**src/rtl/stage_4_mem_access.sv**
```systemverilog
// stage_4_mem_access: memory-access pipeline stage downstream of execute.
//
// Captures the EX results into an EX/MEM register, runs loads and stores against a req/ack
// data-memory port, formats load data, and hands one result per instruction to write-back.
// Upstream is stalled while a memory access is outstanding.
//
// Optional feature macro: MISALIGN_TRAP_EN
//   defined   : misaligned halfword/word accesses complete immediately with Misaligned_MEM=1
//               and never reach the memory port.
//   undefined : Misaligned_MEM is tied low; the low address bits are ignored by the access size.
//
// Ports
//   clk, rst                 rising-edge clock, synchronous active-high reset
//   Valid_EX .. Reg_Write_EX instruction fields from the execute stage
//   Stall_MEM                upstream must hold its outputs (high while an access is in flight)
//   Dmem_*                   data-memory request port (Req held until Ack)
//   Valid_MEM .. Rd_MEM      one-cycle write-back result pulse and its destination
//   Reg_Write_MEM            write enable, only ever high together with Valid_MEM
//   Bus_Err_MEM              pulses with Valid_MEM when the memory never acknowledged
//   Misaligned_MEM           pulses with Valid_MEM on a trapped misaligned access

module stage_4_mem_access #(
  parameter int unsigned MAX_WAIT = 16
) (
  input  logic        clk,
  input  logic        rst,
  // Execute stage
  input  logic        Valid_EX,
  input  logic [31:0] Alu_Out_EX,
  input  logic [31:0] Address_EX,
  input  logic [31:0] Store_Data_EX,
  input  logic        Mem_Read_EX,
  input  logic        Mem_Write_EX,
  input  logic [2:0]  Funct3_EX,
  input  logic [4:0]  Rd_EX,
  input  logic        Reg_Write_EX,
  output logic        Stall_MEM,
  // Data memory
  output logic        Dmem_Req,
  output logic        Dmem_We,
  output logic [31:0] Dmem_Addr,
  output logic [31:0] Dmem_Wdata,
  output logic [3:0]  Dmem_Be,
  input  logic        Dmem_Ack,
  input  logic [31:0] Dmem_Rdata,
  // Write-back
  output logic        Valid_MEM,
  output logic [31:0] Wb_Data_MEM,
  output logic [4:0]  Rd_MEM,
  output logic        Reg_Write_MEM,
  output logic        Bus_Err_MEM,
  output logic        Misaligned_MEM
);

  localparam int unsigned CntW = $clog2(MAX_WAIT);
  localparam logic [CntW-1:0] CntLast = CntW'(MAX_WAIT - 1);

  typedef enum logic {StIdle, StBusy} state_e;
  typedef enum logic [1:0] {SzByte, SzHalf, SzWord} size_e;

  // Reserved encodings fall through to a word access.
  function automatic size_e decode_size(input logic [2:0] f3);
    case (f3)
      3'b000, 3'b100: decode_size = SzByte;
      3'b001, 3'b101: decode_size = SzHalf;
      default:        decode_size = SzWord;
    endcase
  endfunction

  // Stage state
  state_e          state_q, state_d;
  logic [CntW-1:0] cnt_q, cnt_d;

  // EX/MEM register fields needed after capture
  logic [4:0]      rd_q, rd_d;
  logic            reg_write_q, reg_write_d;
  logic            is_load_q, is_load_d;
  logic [2:0]      funct3_q, funct3_d;
  logic [1:0]      byte_off_q, byte_off_d;

  // Registered memory-port outputs
  logic            req_q, req_d;
  logic            we_q, we_d;
  logic [31:0]     addr_q, addr_d;
  logic [31:0]     wdata_q, wdata_d;
  logic [3:0]      be_q, be_d;

  // Registered write-back outputs
  logic            valid_q, valid_d;
  logic [31:0]     wb_data_q, wb_data_d;
  logic            reg_write_mem_q, reg_write_mem_d;
  logic            bus_err_q, bus_err_d;
  logic            misal_q, misal_d;

  // Combinational helpers
  logic            ex_mem_op;
  logic            ex_misaligned;
  size_e           ex_size;
  logic [31:0]     st_wdata;
  logic [3:0]      st_be;
  logic [7:0]      ld_byte;
  logic [15:0]     ld_half;
  logic            ld_sext;
  logic [31:0]     ld_data;

  assign ex_mem_op = Mem_Read_EX | Mem_Write_EX;
  assign ex_size   = decode_size(Funct3_EX);

`ifdef MISALIGN_TRAP_EN
  always_comb begin
    ex_misaligned = 1'b0;
    if (ex_mem_op) begin
      case (ex_size)
        SzHalf:  ex_misaligned = Address_EX[0];
        SzWord:  ex_misaligned = |Address_EX[1:0];
        default: ex_misaligned = 1'b0;
      endcase
    end
  end
`else
  assign ex_misaligned = 1'b0;
`endif

  // Store lane steering; the data is replicated so every enabled lane carries it.
  always_comb begin
    st_wdata = Store_Data_EX;
    st_be    = 4'b1111;
    case (ex_size)
      SzByte: begin
        st_wdata = {4{Store_Data_EX[7:0]}};
        st_be    = 4'b0001 << Address_EX[1:0];
      end
      SzHalf: begin
        st_wdata = {2{Store_Data_EX[15:0]}};
        st_be    = 4'b0011 << {Address_EX[1], 1'b0};
      end
      default: begin
        st_wdata = Store_Data_EX;
        st_be    = 4'b1111;
      end
    endcase
  end

  // Load lane extraction and extension, using the captured offset and size.
  always_comb begin
    case (byte_off_q)
      2'd0:    ld_byte = Dmem_Rdata[7:0];
      2'd1:    ld_byte = Dmem_Rdata[15:8];
      2'd2:    ld_byte = Dmem_Rdata[23:16];
      default: ld_byte = Dmem_Rdata[31:24];
    endcase
    ld_half = byte_off_q[1] ? Dmem_Rdata[31:16] : Dmem_Rdata[15:0];
    ld_sext = ~funct3_q[2];
    case (decode_size(funct3_q))
      SzByte:  ld_data = {{24{ld_sext & ld_byte[7]}}, ld_byte};
      SzHalf:  ld_data = {{16{ld_sext & ld_half[15]}}, ld_half};
      default: ld_data = Dmem_Rdata;
    endcase
  end

  always_comb begin
    state_d         = state_q;
    cnt_d           = cnt_q;
    rd_d            = rd_q;
    reg_write_d     = reg_write_q;
    is_load_d       = is_load_q;
    funct3_d        = funct3_q;
    byte_off_d      = byte_off_q;
    req_d           = req_q;
    we_d            = we_q;
    addr_d          = addr_q;
    wdata_d         = wdata_q;
    be_d            = be_q;
    wb_data_d       = wb_data_q;
    // Result flags are pulses: low unless a result completes this cycle.
    valid_d         = 1'b0;
    reg_write_mem_d = 1'b0;
    bus_err_d       = 1'b0;
    misal_d         = 1'b0;

    unique case (state_q)
      StIdle: begin
        if (Valid_EX) begin
          rd_d        = Rd_EX;
          reg_write_d = Reg_Write_EX;
          is_load_d   = Mem_Read_EX;
          funct3_d    = Funct3_EX;
          byte_off_d  = Address_EX[1:0];
          if (!ex_mem_op) begin
            valid_d         = 1'b1;
            wb_data_d       = Alu_Out_EX;
            reg_write_mem_d = Reg_Write_EX;
          end else if (ex_misaligned) begin
            valid_d   = 1'b1;
            misal_d   = 1'b1;
            wb_data_d = 32'h0;
          end else begin
            state_d = StBusy;
            cnt_d   = '0;
            req_d   = 1'b1;
            we_d    = Mem_Write_EX;
            addr_d  = {Address_EX[31:2], 2'b00};
            wdata_d = st_wdata;
            be_d    = Mem_Read_EX ? 4'b1111 : st_be;
          end
        end
      end
      StBusy: begin
        cnt_d = cnt_q + CntW'(1);
        // Ack wins over a timeout landing in the same cycle.
        if (Dmem_Ack) begin
          state_d = StIdle;
          req_d   = 1'b0;
          valid_d = 1'b1;
          if (is_load_q) begin
            wb_data_d       = ld_data;
            reg_write_mem_d = reg_write_q;
          end
        end else if (cnt_q == CntLast) begin
          state_d   = StIdle;
          req_d     = 1'b0;
          valid_d   = 1'b1;
          bus_err_d = 1'b1;
          wb_data_d = 32'h0;
        end
      end
      default: state_d = StIdle;
    endcase
  end

  always_ff @(posedge clk) begin
    if (rst) begin
      state_q         <= StIdle;
      cnt_q           <= '0;
      rd_q            <= '0;
      reg_write_q     <= 1'b0;
      is_load_q       <= 1'b0;
      funct3_q        <= '0;
      byte_off_q      <= '0;
      req_q           <= 1'b0;
      we_q            <= 1'b0;
      addr_q          <= '0;
      wdata_q         <= '0;
      be_q            <= '0;
      valid_q         <= 1'b0;
      wb_data_q       <= '0;
      reg_write_mem_q <= 1'b0;
      bus_err_q       <= 1'b0;
      misal_q         <= 1'b0;
    end else begin
      state_q         <= state_d;
      cnt_q           <= cnt_d;
      rd_q            <= rd_d;
      reg_write_q     <= reg_write_d;
      is_load_q       <= is_load_d;
      funct3_q        <= funct3_d;
      byte_off_q      <= byte_off_d;
      req_q           <= req_d;
      we_q            <= we_d;
      addr_q          <= addr_d;
      wdata_q         <= wdata_d;
      be_q            <= be_d;
      valid_q         <= valid_d;
      wb_data_q       <= wb_data_d;
      reg_write_mem_q <= reg_write_mem_d;
      bus_err_q       <= bus_err_d;
      misal_q         <= misal_d;
    end
  end

  assign Stall_MEM      = (state_q == StBusy);
  assign Dmem_Req       = req_q;
  assign Dmem_We        = we_q;
  assign Dmem_Addr      = addr_q;
  assign Dmem_Wdata     = wdata_q;
  assign Dmem_Be        = be_q;
  assign Valid_MEM      = valid_q;
  assign Wb_Data_MEM    = wb_data_q;
  // The EX/MEM destination is not overwritten until the result has been presented.
  assign Rd_MEM         = rd_q;
  assign Reg_Write_MEM  = reg_write_mem_q;
  assign Bus_Err_MEM    = bus_err_q;
  assign Misaligned_MEM = misal_q;

endmodule

```
**config.mk**
```make
export PLATFORM = sky130hd
export DESIGN_NAME = stage_4_mem_access
export DESIGN_NICKNAME = d
export VERILOG_FILES = /design/src/rtl/stage_4_mem_access.sv
export SDC_FILE = /design/constraint.sdc
export NUM_CORES = 1
export LEC_CHECK = 0
export CAP_MARGIN = 5
export CELL_PAD_IN_SITES_DETAIL_PLACEMENT = 0
export CELL_PAD_IN_SITES_GLOBAL_PLACEMENT = 1
export CORE_UTILIZATION = 30
export CTS_BUF_LIST = sky130_fd_sc_hd__clkbuf_4
export CTS_CLUSTER_DIAMETER = 200
export DETAILED_ROUTE_END_ITERATION = 8
export PLACE_DENSITY = 0.91
export SETUP_SLACK_MARGIN = 0.1
export SLEW_MARGIN = 0
export SYNTH_ARGS = -nofsm -noshare
export SYNTH_HDL_FRONTEND = slang
export SYNTH_SLANG_ARGS = --single-unit
```
**constraint.sdc**
```tcl
create_clock -name clk -period 1.9 [get_ports clk]
set_clock_uncertainty 0.05 [all_clocks]
set_input_delay 0.285 -clock clk [delete_from_list [all_inputs] [get_ports clk]]
set_output_delay 0.285 -clock clk [all_outputs]
set_load 0.02 [all_outputs]
```
**Word level (Yosys, flattened, before mapping)**

Cells that the tools add are included.

- Add/subtract/negate cells: 1
- Eq/ne operators: 16
- Shifts and indexed selects: 2
- Muxes and demuxes: 37
- Bitwise gates (word level): 5
- Reduce and logical (&&, ||, !) cells: 15

Operators with widths:

| operator | number |
|---|---|
| one-hot mux 32 bit (2 select lines) | 3 |
| 2-to-1 mux 32 bit | 5 |
| one-hot mux 8 bit (3 select lines) | 1 |
| 2-to-1 mux 1 bit | 16 |
| 2-to-1 mux 16 bit | 1 |
| one-hot mux 4 bit (2 select lines) | 2 |
| == test 3 bit, second input constant | 4 |
| 2-to-1 mux 4 bit | 3 |
| one-hot mux 1 bit (2 select lines) | 4 |
| one-hot mux 2 bit (2 select lines) | 2 |
| OR reduction 2 bit | 4 |
| == test 2 x 1 -> 1 bit, second input constant | 3 |
| == test 3 x 1 -> 1 bit, second input constant | 2 |
| zero test 2 bit | 3 |
| zero test 3 bit | 2 |
| inequality test 2 bit, second input constant | 3 |
| inequality test 3 x 2 -> 1 bit, second input constant | 2 |
| AND reduction 3 bit | 2 |
| adder 4 x 1 -> 4 bit, second input constant | 1 |
| == test 4 bit, second input constant | 1 |
| AND reduction 2 bit | 2 |
| AND reduction 4 bit | 1 |
| << shifter 1 x 2 -> 4 bit, first input constant | 1 |
| << shifter 2 x 2 -> 4 bit, first input constant | 1 |
| other kinds (5) | 7 |

- Bits in registers: 120
- Input port bits: 143
- Output and inout port bits: 112
- Logic and storage cells: 92

**Depth between registers and ports, before layout**

Gate-level depths: netlist of run 1.

- Depth in word-level cells: 8
- Depth in mapped cells: 8

**Worst setup path before layout of run 1**

OpenSTA, ideal clock, no wires.

- Path type: flip-flop to flip-flop
- From: register state_q (netlist: Stall_MEM)
- To: register wb_data_q[2] (netlist: Wb_Data_MEM[2])
- Setup time: 0.080 ns
- Data arrival time: 1.449 ns
- Data required time: 1.770 ns
- Setup slack: 0.321 ns
- Cell stages (with the launch flop): 7
- Path through: dfxtp_1 -> buf_4 -> nand2b_1 -> o221ai_2 -> buf_6 -> a21oi_1 -> a211oi_2

- Cells in the longest elaborated chain, start to end: 3
- Elaborated cells between the ends (all ways): 7
- Classes of those cells: 4 x eq/ne; 1 x mux; 1 x bitwise; 1 x reduce/logical

Ends and longest elaborated chain:

| what | RTL line | RTL |
|---|---|---|
| from (decl) | 71 | `state_e state_q, state_d;` |
| from (signal assigned) | 233 | `state_q <= StIdle;` |
| from (signal assigned) | 251 | `state_q <= state_d;` |
| NOT 1 bit | -- |  |
| inequality test 2 bit (no line) | -- |  |
| AND reduction 4 bit (no line) | -- |  |
| to (signal assigned) | 264 | `wb_data_q <= wb_data_d;` |
| to (decl) | 90 | `logic [31:0] wb_data_q, wb_data_d;` |

Parallel ways exist; a longest one is shown, timed or not.
A chain may end at the register's enable or synchronous reset.

**Final worst setup path of run 1**

- From: register state_q (netlist: Stall_MEM)
- To: register wb_data_q[14] (netlist: Wb_Data_MEM[14])

Same word-level chain as after synthesis.

==> results, run 1 <==
- The flow ran to the end, and the final reports show no timing, DRC or antenna violations.
- The number of global-route vias before repair came to 5709.
- The total number of clock tree sinks is 120.
- The number of synthesized register bits is 120.
- The required time of the worst setup path is 2280 ps.
- The number of library cell types mapped by synthesis is 51.
- Summed over all layers, the routed wires come to 19.88 mm.
- The number of levels the H-tree was split into is 4.
- The Yosys step of the flow raised 0 warnings.
- The cell count after synthesis came out at 651.
- The critical path in this run is classified as reg -> reg.
- Setup violations remaining at the end of the flow were counted as 0.
- The number of I/O port buffers is 251.
- The startpoint type of the worst setup path is a register.
- The synthesized netlist occupies a cell area of 5454 sq um.
- The tightest min-delay check is of the in -> reg type.
- The initialized floorplan defines 48 standard-cell rows.
- After detailed routing, the average wire length per cell comes to 17.29 um.
- The number of max-slew violations in the final report is 0.
- The worst setup path is captured at a register.
- The summed negative setup slack over all endpoints is 0 ps.
- The congestion estimate from routability-driven global placement came to 0.8993.
- The longest clock path from root to sink contains 2 buffers.
- After global routing the overflow that remains totals 0.
- Clock-pin slew was measured on the worst setup and hold paths at 140 ps.
- The die is 136.8 um tall.
- In the routed layout, each cell is associated on average with a via count of 4.997.
- For this configuration, the core starts out at a cell density of 0.3110.
- The number of enable-type register cells in the synthesized netlist is 0.
- The area of the die is 18720 sq um.
- The overall power of the completed layout is 6335 uW.
- The aggregate global-route resource usage is 0.2124.
- In this run, the number of DRC markers left after iteration 0 of detailed routing was 250.
- The startpoint of the worst register-to-register path is Stall_MEM.
- The smallest clock period supported by the final layout is computed as 1710 ps.
- The number of antenna violations at the first check in global routing was 1.
- The startpoint identified for the worst hold timing path is Address_EX[24].
- Setup repair after global routing could not meet its margin everywhere.
- The number of top-level pins is 255.
- The count of inserted antenna diode cells is 0.
- The reported max-cap violation count is 0.
- In this run, CTS created clock tree buffers numbering 17.
- For this design the ratio of total power to cell area is 737.4 nW/um^2.
- The detail route stage leaves a number of antenna-violating nets equal to 0.
- The final HPWL from detailed placement is 14.64 mm.
- The timing-limited maximum frequency is 584.9 MHz.
- The hold violation count in the final report is 0.
- The share of post-route cells with drive strength above 1 is 0.1395.
- The analysis attributes to cell leakage a power of 0.003662 uW.
- The CTS tree is done.
- Measured in cells, the most critical reg-to-reg path has a length of 5.
- The library cell used most frequently in the layout, excluding fill and tap cells, is sky130_fd_sc_hd__clkdlybuf4s50_1.
- The minimum setup slack among reg-to-reg paths is 190 ps.
- CTS placed an instance of sky130_fd_sc_hd__clkbuf_4 at the clock tree root.
- The start point of the critical path is Stall_MEM.
- The width of the chip is 136.8 um.
- The final net count is 1056.
- The synthesized area per cell is 8.378 sq um.
- Entering global routing, the biggest net connects 97 pins.
- In the layout the commonest cells are 141 x sky130_fd_sc_hd__clkdlybuf4s50_1, 138 x sky130_fd_sc_hd__nand2_1, 117 x sky130_fd_sc_hd__dfxtp_1.
- The part of the cycle the worst path needs is 0.8998.
- The first global-routing pass estimated 30.13 mm of wire.
- The vias after detailed routing is 5747.
- The peak ir drop on the vdd network is 0.5004 mV.
- The worst hold path passes through 3 cells.
- The share of the Yosys chip area taken by registers is 0.4405.
- The area inside the core boundary is 17540 sq um.
- The area overhead of the layout relative to synthesis is 57.51%.
- The later pin in the worst-skew pair is clocked with a latency of 560 ps.
- In the routed design, unresolved DRC markers number 0.
- The endpoint identified for the worst register-to-register timing path is Wb_Data_MEM[14].
- Along the worst path, the maximum fanout reaches 8.
- The worst hold path terminates at Dmem_Addr[24].
- The first detailed-routing pass ran for 6 iterations.
- The arrival time of data at the critical path endpoint is 2090 ps.
- The share of flip-flops with an asynchronous set or reset after synthesis is 0.
- In the synthesized netlist the dominant register cell turns out to be sky130_fd_sc_hd__dfxtp_1.
[worst max-delay path, cell delays in order (launching register included)]
cell	delay (ps)
sky130_fd_sc_hd__dfxtp_2	390
sky130_fd_sc_hd__buf_4	170
sky130_fd_sc_hd__and2_1	140
sky130_fd_sc_hd__and3_1	280
sky130_fd_sc_hd__a222oi_1	420
sky130_fd_sc_hd__a211oi_2	140
[cell usage after synthesis (4+ instances only)]
cell type,n,area (sq um)
sky130_fd_sc_hd__clkbuf_1,19,71.32
sky130_fd_sc_hd__buf_6,5,56.30
sky130_fd_sc_hd__nand2b_1,5,31.28
sky130_fd_sc_hd__a211oi_2,5,62.56
sky130_fd_sc_hd__o21ai_0,25,125.1
sky130_fd_sc_hd__mux2_2,7,78.83
sky130_fd_sc_hd__nand2_1,138,518.0
sky130_fd_sc_hd__buf_2,24,120.1
sky130_fd_sc_hd__nand3_1,37,185.2
sky130_fd_sc_hd__mux2i_1,27,270.3
sky130_fd_sc_hd__nor2_1,43,161.4
sky130_fd_sc_hd__a311oi_1,9,78.83
sky130_fd_sc_hd__a211oi_1,21,157.7
sky130_fd_sc_hd__buf_4,6,45.04
sky130_fd_sc_hd__o211ai_2,10,125.1
sky130_fd_sc_hd__a21o_1,7,52.55
sky130_fd_sc_hd__inv_1,4,15.01
sky130_fd_sc_hd__dfxtp_1,120,2402
sky130_fd_sc_hd__a21oi_2,11,96.34
sky130_fd_sc_hd__a21oi_1,78,390.4
sky130_fd_sc_hd__a222oi_1,8,80.08
sky130_fd_sc_hd__o211ai_1,6,45.04
sky130_fd_sc_hd__nor3_1,4,20.02
[cell type report]
cell class / instances / area [sq um]
clock buffers: 17 / 127.6
clock inverters: 15 / 156.4
fillers: 1782 / 8946
inverters: 5 / 18.77
multi-input cells: 471 / 2779
flip-flops and latches: 120 / 2406
well taps: 225 / 281.5
repair buffers: 297 / 2821
[power by group]
group / internal [uW] / leakage (uW) / total, uW / switching (uW)
sequential: 2690 / 0.000986 / 2790 / 98.6
combinational: 765 / 0.00253 / 1640 / 873
clock: 703 / 0.000147 / 1900 / 1200
total: 4160 / 0.00366 / 6340 / 2170
[timing repair]
action,4_1_cts,5_1_grt
hold buffers,1,0
setup endpoints to repair,116,17
resized for setup,112,10
pin swaps,0,2
buffers inserted,0,1
hold endpoints to repair,6,0
[cell families (layout without fill, tap and decap cells)]
group / after synthesis / after routing / synth area share
buf+inv: 62 / 334 / 0.06125
fa+ha+maj: 1 / 1 / 0.002294
simple gates: 239 / 239 / 0.1851
flops: 120 / 120 / 0.4405
compound gates: 193 / 193 / 0.2445
other cells: 1 / 3 / 0.0006876
xor+xnor: 1 / 1 / 0.001606
mux: 34 / 34 / 0.06401
[worst max-delay path by stage]
stage	to	slack [ps]
final	Wb_Data_MEM[14]	190
after global routing	Wb_Data_MEM[14]	40
after CTS	Stall_MEM	30
after detailed placement	Wb_Data_MEM[3]	-100
after global placement	Wb_Data_MEM[0]	-50
after floorplan	Wb_Data_MEM[2]	320
[registers in the layout, summed over array words and instances (netlist names), 2 cells and up]
| signal | cells |
|---|---|
| Dmem_Wdata | 32 |
| Wb_Data_MEM | 32 |
| Dmem_Addr | 30 |
| Rd_MEM | 5 |
| Dmem_Be | 4 |
| cnt_q | 4 |
| funct3_q | 3 |
| byte_off_q | 2 |
[per-layer routing]
| metal | vias up | global-route usage | wire (um) |
|---|---|---|---|
| li1 | 2824 | - | - |
| met1 | 2619 | 0.2282 | 7672 |
| met2 | 272 | 0.3604 | 9358 |
| met3 | 30 | 0.09667 | 2375 |
| met4 | 2 | 0.08669 | 461 |
| met5 | - | 0 | 13 |
[through the flow]
| stage | setup slack (ps) | hold slack, ps | utilization | instance area [sq um] | cells |
|---|---|---|---|---|---|
| 3_3_place_gp | -53.53 | 390.7 | 0.4782 | 8387 | 1116 |
| 3_5_place_dp | -101.8 | 396.8 | 0.4782 | 8387 | 1116 |
| 5_1_grt | 42.56 | 155.9 | 0.4899 | 8591 | 1150 |
| 2_1_floorplan | 321.3 | 371.0 | - | 5461 | 653 |
| 6_report | 190.3 | 198.4 | 0.4899 | 8591 | 1150 |
| 4_1_cts | 27.54 | 147.5 | 0.4880 | 8558 | 1149 |
Power figures use the tool's default switching activity.
==> run 2: changes to the inputs <==
RECOVER_POWER = 25   (was default)
==> run 2 against run 1 <==
Power about the same. Sequential power about the same. Fmax down 4.4%. Flip-flop and latch count is the same. Final cell count is the same. Worst setup slack worse by 79 ps. Critical path type is now in -> reg. Highest routed layer unchanged.
==> results, run 2 (synthesized netlist as in run 1, its figures left out) <==
- The reported max-cap violation count is 0.
- Measured against its own limit, the worst slew margin works out to 0.2222.
- The largest net degree at the start of global routing is 97.
- The required time of the worst setup path is 2240 ps.
- The top routing layer in use is met5.
- STA classifies the critical path endpoint as a register.
- Walking the worst path, the cells encountered are dlygate4sd3_1, buf_4, clkbuf_4, a21oi_1.
- The final layout contains 1056 nets.
- Leaving out fill and tap cells, the most frequent cell in the layout is sky130_fd_sc_hd__clkdlybuf4s50_1.
- Setup repair after global routing could not meet its margin everywhere.
- In the global route stage, overall resource usage came out at 0.2124.
- The timing-limited maximum frequency is 559.1 MHz.
- The root buffer cell is sky130_fd_sc_hd__clkbuf_4.
- The detail-routed net length per standard cell is 17.28 um.
- The count of inserted antenna diode cells is 0.
- The number of max-slew violations in the final report is 0.
- The longest clock path from root to sink contains 2 buffers.
- Together, buffers and inverters on the worst path number 3.
- Across all layers, the routed design uses 5750 vias.
- For the pin with the worst max-slew slack, the measured transition is 1167 ps.
- From left edge to right edge, the die measures 136.8 um.
- The top cell types in the final layout, fill and taps aside, are 141 x sky130_fd_sc_hd__clkdlybuf4s50_1, 138 x sky130_fd_sc_hd__nand2_1, 117 x sky130_fd_sc_hd__dfxtp_1.
- The area overhead of the layout relative to synthesis is 57.28%.
- Counting the fill cells in the layout gives 1784.
- The largest fanout of any net on the critical path is 96.
- The clock net in this run drives a total of 120 sinks.
- The number of clock buffers added by TritonCTS is 17.
- The final layout contains routed wiring with a total length of 19.87 mm.
- The power per cell area is 738.1 nW/um^2.
- The analysis attributes to cell leakage a power of 0.003657 uW.
- Grouping stages by cell kind, the critical path spends the most delay in buffers and inverters.
- The overall overflow remaining after global route is 0.
- The routability-driven placement congestion ratio is 0.8993.
- The residual antenna-violating net count after detailed routing is 0.
- The hold violation count in the final report was 0.
- The final HPWL from detailed placement is 14.64 mm.
- The clock edge transition at the registers on the reported setup and hold paths is 140 ps.
- The number of top-level pins is 255.
- Setup violations remaining at the end of the flow were counted as 0.
- The share of post-route cells with drive strength above 1 is 0.1395.
- The routed design uses 2.374 mm of met3 wire.
- The die extent in y is 136.8 um.
- The number of levels the H-tree was split into is 4.
- The arrival time of data at the critical path endpoint is 2130 ps.
- The clock insertion delay at the later pin of the skew report is 560 ps.
- The iteration-0 DRC count of the detailed router is 250.
- The area inside the core boundary is 17540 sq um.
- The area of the die is 18720 sq um.
- For this run, the share of the core covered by cells in the final layout is 0.4892.
- Dividing the detail-routed via count by the number of cells gives 5.000.
- VDD sags by at most 0.5005 mV.
- After layout, the minimum clock period comes to 1788 ps.
- The floorplan row count is 48.
- The number of antenna violations at the first check in global routing was 1.
- The largest individual stage delay along the critical path comes from the cell sky130_fd_sc_hd__clkbuf_4.
- The critical path in this run is classified as in -> reg.
- STA classifies the critical path startpoint as an input port.
- On the final layout, the worst hold slack is 199.3 ps.
- For this configuration, the core starts out at a cell density of 0.3110.
- The detailed-routing wirelength on met1 is 7.663 mm.
- The part of the cycle the worst path needs is 0.9413.
- Detailed routing placed a total of 9.350 mm of wire on met2.
- The DRC violations left is 0.
- In this design, the stage delay of the slowest critical-path cell is 900 ps.
- The number of iterations in the first detailed-routing pass is 6.
- During placement, the flow inserted port buffers numbering 251.
- The class of the tightest hold or removal check is in -> reg.
- The CTS tree is done.
- The number of global-route vias before repair is 5709.
- The global-route wire length before repair is 30.13 mm.
- The run finished with clean final reports.
run 2: stage by stage:
stage                     std cells  area [sq um]  setup WS, ps  total power [uW]  setup TNS, ps
after floorplan                 653          5461         321.3              3672              0
after global placement         1116          8387        -53.53              4580         -290.7
after detailed placement       1116          8387        -101.8              4592          -1335
after CTS                      1149          8558         27.54              6406              0
after global routing           1150          8578         42.56              6666              0
final                          1150          8578         111.6              6331              0
run 2: routing by layer:
| metal | GRT usage | vias to the layer above |
|---|---|---|
| met1 | 0.2282 | 2621 |
| met5 | 0 | - |
| met2 | 0.3604 | 271 |
| li1 | - | 2824 |
| met4 | 0.08669 | 2 |
| met3 | 0.09667 | 32 |
run 2: path summary, 6_finish.rpt:
kind,slack [ps],depth (start not counted),startpoint,endpoint
setup / recovery,110,4,rst,Dmem_Wdata[5]
hold / removal,200,3,Address_EX[24],Dmem_Addr[24]
hold reg to reg,410,2,Dmem_Addr[25],Dmem_Addr[25]
setup reg to reg,190,5,Stall_MEM,Wb_Data_MEM[14]
run 2: worst reg2reg max path: cells and delay by family (launching register included):
family / cells / cell delay, ps
AO/OA/AOI/OAI: 2 / 560
buffers and inverters: 1 / 170
flip-flops: 1 / 390
AND/OR/NAND/NOR: 2 / 420
run 2: area by class of cell:
class	count	area, sq um	area share
multi-input combinational	471	2779	0.3240
tap	225	281.5	0.03282
clock buffer	17	127.6	0.01488
timing repair buffer	297	2809	0.3274
sequential	120	2406	0.2805
inverter	5	18.77	0.002188
clock inverter	15	156.4	0.01823
run 2: timing repair:
action	4_1_cts	5_1_grt
resized for setup	112	10
buffers inserted	0	1
hold endpoints to repair	6	0
hold buffers	1	0
setup endpoints to repair	116	17
gates cloned	0	0
pin swaps	0	2
run 2: power breakdown:
| group | internal, uW | leakage, uW | switching [uW] |
|---|---|---|---|
| logic | 763 | 0.00252 | 872 |
| registers | 2690 | 0.000986 | 98.5 |
| clock network | 703 | 0.000147 | 1200 |
